===== src/rtl/bvurem_inv_pkg.sv =====
// bvurem_inv_pkg: shared types and predicate helper for the urem witness search.
package bvurem_inv_pkg;
  localparam int MAX_W = 16;
  typedef enum logic [1:0] {PRED_ULE, PRED_ULT, PRED_UGE, PRED_UGT} pred_e;
  typedef enum logic {POS_XS, POS_SX} pos_e;
  typedef enum logic [1:0] {S_IDLE, S_DIV, S_CHECK, S_DONE} state_e;
  function automatic logic pred_eval(input logic [MAX_W-1:0] rem, input logic [MAX_W-1:0] t, input pred_e pred);
    return pred == PRED_ULE ? rem <= t : pred == PRED_ULT ? rem < t : pred == PRED_UGE ? rem >= t : rem > t;
  endfunction
endpackage


===== src/rtl/urem_serial.sv =====
// urem_serial: restoring serial remainder unit, one dividend bit per cycle.
module urem_serial #(
  parameter int W = 4
) (
  input  logic         clk,
  input  logic         rst_n,
  input  logic         start,
  input  logic [W-1:0] dividend,
  input  logic [W-1:0] divisor,
  output logic [W-1:0] rem,
  output logic         done
);
  localparam int CW = $clog2(W + 1);
  logic [W-1:0] r_q, r_d, q_q, q_d, d_q, d_d, diff;
  logic [CW-1:0] n_q, n_d;
  logic [W:0] sh;
  // a zero divisor always "subtracts", so the remainder becomes the dividend
  always_comb begin
    sh = {r_q, q_q[W-1]};
    diff = sh[W-1:0] - d_q;
    r_d = r_q;
    q_d = q_q;
    d_d = d_q;
    n_d = n_q;
    if (start) begin
      r_d = '0;
      q_d = dividend;
      d_d = divisor;
      n_d = CW'(W);
    end else if (n_q != '0) begin
      r_d = sh >= {1'b0, d_q} ? diff : sh[W-1:0];
      q_d = {q_q[W-2:0], 1'b0};
      n_d = n_q - CW'(1);
    end
  end
  always_ff @(posedge clk or negedge rst_n) begin
    if (!rst_n) begin
      r_q <= '0;
      q_q <= '0;
      d_q <= '0;
      n_q <= '0;
    end else begin
      r_q <= r_d;
      q_q <= q_d;
      d_q <= d_d;
      n_q <= n_d;
    end
  end
  assign rem = r_q;
  assign done = n_q == CW'(1);
endmodule


===== src/rtl/bvurem_inv_search.sv =====
// bvurem_inv_search: ascending witness search for (x urem s) PRED t / (s urem x) PRED t.
module bvurem_inv_search
  import bvurem_inv_pkg::*;
#(
  parameter int W = 4
) (
  input  logic         clk,
  input  logic         rst_n,
  input  logic         in_valid,
  output logic         in_ready,
  input  logic [W-1:0] s,
  input  logic [W-1:0] t,
  input  logic         pos,
  input  logic [1:0]   pred,
  output logic         out_valid,
  input  logic         out_ready,
  output logic [W-1:0] x,
  output logic         found
);
  state_e state_q, state_d;
  pred_e pred_q, pred_d;
  pos_e pos_q, pos_d, pos_m;
  logic [W-1:0] cand_q, cand_d, s_q, s_d, t_q, t_d, x_q, x_d;
  logic [W-1:0] cand_n, s_m, dividend, divisor, rem;
  logic found_q, found_d, accept, hit, last, start, done;
  assign in_ready = state_q == S_IDLE;
  assign out_valid = state_q == S_DONE;
  assign x = x_q;
  assign found = found_q;
  assign accept = in_valid & in_ready;
  assign hit = pred_eval(MAX_W'(rem), MAX_W'(t_q), pred_q);
  assign last = &cand_q;
  assign start = accept | (state_q == S_CHECK & ~hit & ~last);
  // on accept the divider is fed straight from the ports, as nothing is latched yet
  assign cand_n = accept ? '0 : cand_q + W'(1);
  assign s_m = accept ? s : s_q;
  assign pos_m = accept ? pos_e'(pos) : pos_q;
  assign dividend = pos_m == POS_SX ? s_m : cand_n;
  assign divisor = pos_m == POS_SX ? cand_n : s_m;
  urem_serial #(.W(W)) u_div (
    .clk(clk),
    .rst_n(rst_n),
    .start(start),
    .dividend(dividend),
    .divisor(divisor),
    .rem(rem),
    .done(done)
  );
  always_comb begin
    state_d = state_q;
    cand_d = cand_q;
    s_d = s_q;
    t_d = t_q;
    pos_d = pos_q;
    pred_d = pred_q;
    x_d = x_q;
    found_d = found_q;
    unique case (state_q)
      S_IDLE: if (accept) begin
        s_d = s;
        t_d = t;
        pos_d = pos_e'(pos);
        pred_d = pred_e'(pred);
        cand_d = '0;
        state_d = S_DIV;
      end
      S_DIV: state_d = done ? S_CHECK : S_DIV;
      S_CHECK: begin
        x_d = hit ? cand_q : '0;
        found_d = hit;
        cand_d = hit | last ? cand_q : cand_n;
        state_d = hit | last ? S_DONE : S_DIV;
      end
      S_DONE: state_d = out_ready ? S_IDLE : S_DONE;
      default: state_d = S_IDLE;
    endcase
  end
  always_ff @(posedge clk or negedge rst_n) begin
    if (!rst_n) begin
      state_q <= S_IDLE;
      cand_q <= '0;
      s_q <= '0;
      t_q <= '0;
      pos_q <= POS_XS;
      pred_q <= PRED_ULE;
      x_q <= '0;
      found_q <= 1'b0;
    end else begin
      state_q <= state_d;
      cand_q <= cand_d;
      s_q <= s_d;
      t_q <= t_d;
      pos_q <= pos_d;
      pred_q <= pred_d;
      x_q <= x_d;
      found_q <= found_d;
    end
  end
endmodule


===== config.mk =====
export PLATFORM = sky130hd
export DESIGN_NAME = bvurem_inv_search
export DESIGN_NICKNAME = d
export VERILOG_FILES = /design/src/rtl/bvurem_inv_pkg.sv /design/src/rtl/urem_serial.sv /design/src/rtl/bvurem_inv_search.sv
export SDC_FILE = /design/constraint.sdc
export NUM_CORES = 1
export LEC_CHECK = 0
export BUFFER_PORTS_ARGS = -buffer_cell sky130_fd_sc_hd__buf_2
export CAP_MARGIN = 25
export CORE_MARGIN = 5
export CORE_UTILIZATION = 55
export DETAILED_ROUTE_END_ITERATION = 12
export GPL_TIMING_DRIVEN = 0
export PLACE_DENSITY = 0.75
export SKIP_LAST_GASP = 1
export SYNTH_ARGS = -nofsm -noshare
export SYNTH_HDL_FRONTEND = slang
export SYNTH_HIERARCHICAL = 1
export SYNTH_SLANG_ARGS = --single-unit

===== constraint.sdc =====
create_clock -name clk -period 2.62 [get_ports clk]
set_input_delay 0.524 -clock clk [delete_from_list [all_inputs] [get_ports clk]]
set_output_delay 0.524 -clock clk [all_outputs]
set_load 0.01 [all_outputs]

# ---- Word level (Yosys, flattened, before mapping)
# Cells that the tools add are included.
dict set report totals {
  elab_cells 67
  ff_bits 37
  in_bits 15
}
dict set report op_classes {
  n_reduce_logical 8
  add_sub_neg 3
  bitwise_logic 7
  eq_ne 8
  order_cmp 5
  muxes 24
}
# op n
set op_table {}
lappend op_table {{2-to-1 mux 4 bit} 12}
lappend op_table {{2-to-1 mux 2 bit} 4}
lappend op_table {{one-hot mux 2 bit (4 select lines)} 1}
lappend op_table {{one-hot mux 4 bit (2 select lines)} 1}
lappend op_table {{equality test 2 bit, second input constant} 3}
lappend op_table {{2-to-1 mux 3 bit} 2}
lappend op_table {{greater-or-equal comparator 5 x 4 -> 1 bit} 1}
lappend op_table {{adder 4 x 1 -> 4 bit, second input constant} 1}
lappend op_table {{equality test 2 x 1 -> 1 bit, second input constant} 2}
lappend op_table {{greater-or-equal comparator 4 bit} 1}
lappend op_table {{> comparator 4 bit} 1}
lappend op_table {{<= comparator 4 bit} 1}
lappend op_table {{logical NOT 2 bit} 2}
lappend op_table {{less-than comparator 4 bit} 1}
lappend op_table {{2-to-1 mux 1 bit} 4}
lappend op_table {{AND reduction 4 bit} 1}
lappend op_table {{nonzero test 2 bit} 2}
lappend op_table {{subtractor 4 bit} 1}
lappend op_table {{bitwise AND 1 bit} 3}
lappend op_table {{equality test 3 x 1 -> 1 bit, second input constant} 1}
lappend op_table {{AND reduction 3 bit} 1}
lappend op_table {{nonzero test 3 bit} 1}
lappend op_table {{subtractor 3 x 1 -> 3 bit, second input constant} 1}
lappend op_table {{!= test 2 x 1 -> 1 bit, second input constant} 1}
lappend op_table {{other kinds (4)} 6}

# ---- Logic depth before layout (Yosys ltp)
dict set report depth {
  word_depth 9
  mapped_depth 10
}

# ---- Hierarchy
# Netlist, hierarchy kept.
# mod seq_area_each_um2 cells_per_inst instances area_each_um2
set modules_own_cells {}
lappend modules_own_cells {bvurem_inv_search 550.5 142 1 1298.7}
lappend modules_own_cells {urem_serial 375.4 93 1 898.4}

# ---- Least setup slack after synthesis
# OpenSTA, ideal clock, no wires.
dict set report synth_timing {
  path_kind {register to register}
  startpoint {register u_div.r_q[1] (netlist: u_div/rem[1])}
  endpoint {register u_div.r_q[3] (netlist: u_div/rem[3])}
  setup_ps 134
  stages_incl_launch_ff 10
  path_slack_ps 439
  path_buffers 1
  synth_period_minus_slack_ps 2181
  t_arrival_ps 2047
  path_cell_list {dfrtp_1 > ha_1 > nor2b_4 > o211a_4 > o211a_4 > o21ai_0 > clkbuf_1 > inv_1 > nand3_1 > o32ai_1}
}
dict set report synth_between {
  elab_chain_len 9
  elab_cells_between_ends 17
}
# item line_no
set synth_rtl {}
lappend synth_rtl {{start, declared} urem_serial.sv:14} ;# logic [W-1:0] r_q, r_d, q_q, q_d, d_q, d_d, diff;
lappend synth_rtl {{start signal, assigned} urem_serial.sv:43} ;# r_q <= r_d;
lappend synth_rtl {{> comparator 4 bit or greater-or-equal comparator 4 bit (tied branches)} bvurem_inv_pkg.sv:8} ;# return pred == PRED_ULE ? rem <= t : pred == PRED_ULT ? rem < t : pred == PRED_UGE ? rem >= t : rem > t;
lappend synth_rtl {{2-to-1 mux 1 bit (2 in a row)} bvurem_inv_pkg.sv:8}
lappend synth_rtl {{2-to-1 mux 1 bit *} bvurem_inv_pkg.sv:8}
lappend synth_rtl {{inverter 1 bit *} bvurem_inv_search.sv:33} ;# assign start = accept | (state_q == S_CHECK & ~hit & ~last);
lappend synth_rtl {{bitwise AND 1 bit * (2 in a row)} bvurem_inv_search.sv:33}
lappend synth_rtl {{bitwise OR 1 bit *} bvurem_inv_search.sv:33}
lappend synth_rtl {{net start} bvurem_inv_search.sv:25} ;# logic found_q, found_d, accept, hit, last, start, done;
lappend synth_rtl {{2-to-1 mux 4 bit or nonzero test 2 bit (tied branches)} n/a}
# Mark *: on every way through the listed nets, which the timed path passes. The rest lies on a longest branch. The select of a mux whose other input is x is not followed.
# A chain may end at the register's enable or synchronous reset.

# ---- Worst setup path after layout
# Ends and elaborated chain as after synthesis.

==> out/results.ini <==
[timing]
hold_violations=0
fmax_mhz=400
setup_viol=0
final.period_utilization_pct=95.4
fin_tns_setup_ns=0
rsz0062_at_grt=true
period_needed_ns=2.50
tightest_slew_ns=0.821
relSlewSlack_pct=45.3
timing.clock.skew_ns=0.0107
slew_viol_final=0

[setup_path]
regToRegStartpoint=u_div/rem[1]
reg2reg_depth=9
start_kind=flip-flop
critPathSlowestCell=dfrtp_1
regToRegSetupSlack_ns=0.12
worst_r2r_endpoint=u_div/rem[3]
critPathMaxFanout=10
path_cells=ha_1 -> nor2b_4 -> o211a_4 -> o211a_4 -> o21ai_0 -> clkbuf_2 -> inv_1 -> nand3_1 -> o32ai_1
worstPathRequired_ns=2.78
arrival_ns=2.66
path_common_cell=o211a_4
worst_path_largest_cell_delay_ns=0.44
critical_path_class=flip-flop to flip-flop
end_kind=flip-flop

[floorplan]
initial_core_util_pct=55.7
core_sq_um=3940
die_x_microns=73.2
rows=23
fp.dieArea_sq_um=5360
ioPinCount=22
die_h_microns=73.2

[finish]
fin_nets=291
area_growth_pct=13.8
diodes=0
drive_gt1_share_pct=19.7
fillers=332
fin_cells=314

[power]
p_leak_nw=1.17
comb_power_share_pct=52.5
p_int_mw=1.94
p_switching_mw=1.32
clockPowerShare_pct=18.0
switching_share_pct=40.5
total_power_mw=3.26
ir_drop_v=0.000615
sequentialPowerShare_pct=29.5
powerDensity_nw_per_um2=1300

[job]
maxCapViolCount=0

[yosys]
syn_inst=235
synth_edf_count=0
avgSynthCellArea_sq_um=9.35
ys_seq_area_share_pct=42.1
syn-cell-area_sq_um=2200
yosysWarnings=6
syn-num-nets=263
async_flop_share_pct=100
ys_types=48
ys_ff_latch=37
ys.flop_type=dfrtp_1

[place]
post-dp-hpwl_microns=3240
dp_cells=306
io_buffers=21
gp_routability_congestion=0.802

[drt]
drt_iter0_drc=68
dr_total_vias=1707
drt-total-wl_microns=4330
ant_nets=0
routedWlPerCell_microns=13.8
drc=0
viasPerCell=5.44
drt_pass1_iterations=4

[clock_network]
cts-root-buf=clkbuf_8
cts_inserted_buffers=5
cts.htree.levels=2
clockBufferDepth=2
clock_latency_ns=0.30
cts_tree=built
hold_buffers=0
cts.sinks=37
clkTransAtPathRegs_ns=0.08

[global_routing]
antenna_found_initial=0
overflow=0
grt.total_usage_pct=18.1
grt_pass1_wl_microns=7510
grt_max_degree=38
grt_pass1_vias=1707

[outcome]
status=finished, final reports clean

[worst_hold_path]
hold_class=primary input to asynchronous set/reset pin

## metal layers
layer / global-route usage, % / vias to the layer above / routed length, microns
met2: 30.9 / 18 / 2200
met1: 21.8 / 814 / 1940
met5: 0 / - / 0
li1: - / 868 / -
met4: 6.35 / 0 / 57
met3: 5.10 / 7 / 127
## placed cells by master (no fill, tap or decap), types with 2 or more instances in the layout
master	instances
dfrtp_1	37
nand3b_1	3
buf_1	2
nor2_1	7
nand2b_1	2
nand2_1	40
o31ai_1	3
or2_2	3
nand3_1	9
o211a_4	2
nor2b_1	2
clkbuf_8	5
bufinv_16	2
mux2i_1	10
a31oi_1	3
clkbuf_1	3
or3_1	2
o21ai_0	32
clkbuf_2	2
buf_2	22
buf_6	2
ha_1	12
xor2_1	2
xnor2_1	2
a21oi_1	11
inv_1	18
## sequential cells by signal (all words and copies together) (netlist names)
name,flops
u_div/q_q,4
state_q,2
cand_q,4
u_div/d_q,4
u_div/n_q,3
u_div/rem,4
pos_q,1
s_q,4
t_q,4
pred_q,2
x,4
found,1
## worst max path at each step
stage / start / endpoint / depth (start not counted)
floorplan: u_div/rem[1] / u_div/rem[3] / 9
global placement: u_div/rem[1] / u_div/rem[3] / 9
detailed placement: u_div/rem[1] / u_div/rem[3] / 9
CTS: u_div/rem[1] / u_div/rem[3] / 9
global route: u_div/rem[1] / u_div/rem[3] / 9
finish: u_div/rem[1] / u_div/rem[3] / 9
## power by group through the flow
stage | Clock, mW | Combinational (mW) | Sequential [mW]
6_report | 0.588 | 1.71 | 0.962
5_1_grt | 0.620 | 1.96 | 0.992
4_1_cts | 0.593 | 1.72 | 0.963
3_5_place_dp | 0 | 1.69 | 0.975
3_3_place_gp | 0 | 1.64 | 0.966
2_1_floorplan | 0 | 1.34 | 0.950
## logic make-up (layout without fill, tap and decap cells)
kind of cell               after synthesis  after routing  synth area share, %
buffers and inverters                   28             57                 5.52
AOI/OAI and AO/OA                       63             63                 19.8
xor gates and xnor gates                 4              4                 1.59
adders and majority gates               13             13                 7.74
muxes                                   11             11                 5.07
DFF                                     37             37                 42.1
and+or+nand+nor                         79             79                 18.2
## critical path, delay by kind of cell, from the launching register on
family	cells	cell delay [ns]
compound gates	4	1.01
fa+ha+maj	1	0.32
buf+inv	2	0.39
flops	1	0.44
simple gates	2	0.21
## final cells by class
class | instances | area, sq um | share of cell area [%]
plain buffers | 10 | 56.3 | 2.25
clock buffers | 5 | 68.8 | 2.75
clock inverters | 3 | 65.1 | 2.60
inverters | 18 | 67.6 | 2.70
multi-input cells | 170 | 1150 | 46.0
flip-flops and latches | 37 | 926 | 37.0
well taps | 50 | 62.6 | 2.50
repair buffers | 21 | 105 | 4.20
## repair_timing
| item | CTS | global route |
|---|---|---|
| resized for setup | 0 | 4 |
| setup buffers | 0 | 0 |
| endpoints found under the setup margin | 0 | 7 |
## through the flow
stage	setup slack [ns]	hold WS, ns	area [sq um]	util [%]
2_1_floorplan	0.439	0.228	2200	-
3_3_place_gp	0.103	0.454	2360	60.0
3_5_place_dp	0.0908	0.466	2360	60.0
4_1_cts	0.0403	0.353	2500	63.4
5_1_grt	-0.0670	0.387	2500	63.4
6_report	0.120	0.316	2500	63.4
## cells in the mapped netlist (all sizes together) (2+ instances only)
cell	number	area share [%]
nand2	40	6.8
inv	18	3.1
dfrtp	37	42
mux2i	10	4.6
a21oi	11	2.5
nand3	9	2.0
a31oi	4	1.8
ha	12	6.8
o211ai	2	0.91
xor2	2	0.80
clkbuf	5	0.85
nor2b	3	1.2
a311oi	2	1.1
nor3b	2	0.91
nand3b	3	1.0
xnor2	2	0.80
or3	3	0.91
or2	4	1.3
o31ai	3	1.0
o211a	3	2.0
o21ai	33	7.7
buf	5	1.6
nor2	7	1.2
nand2b	3	1.2
Power figures use the tool's default switching activity.
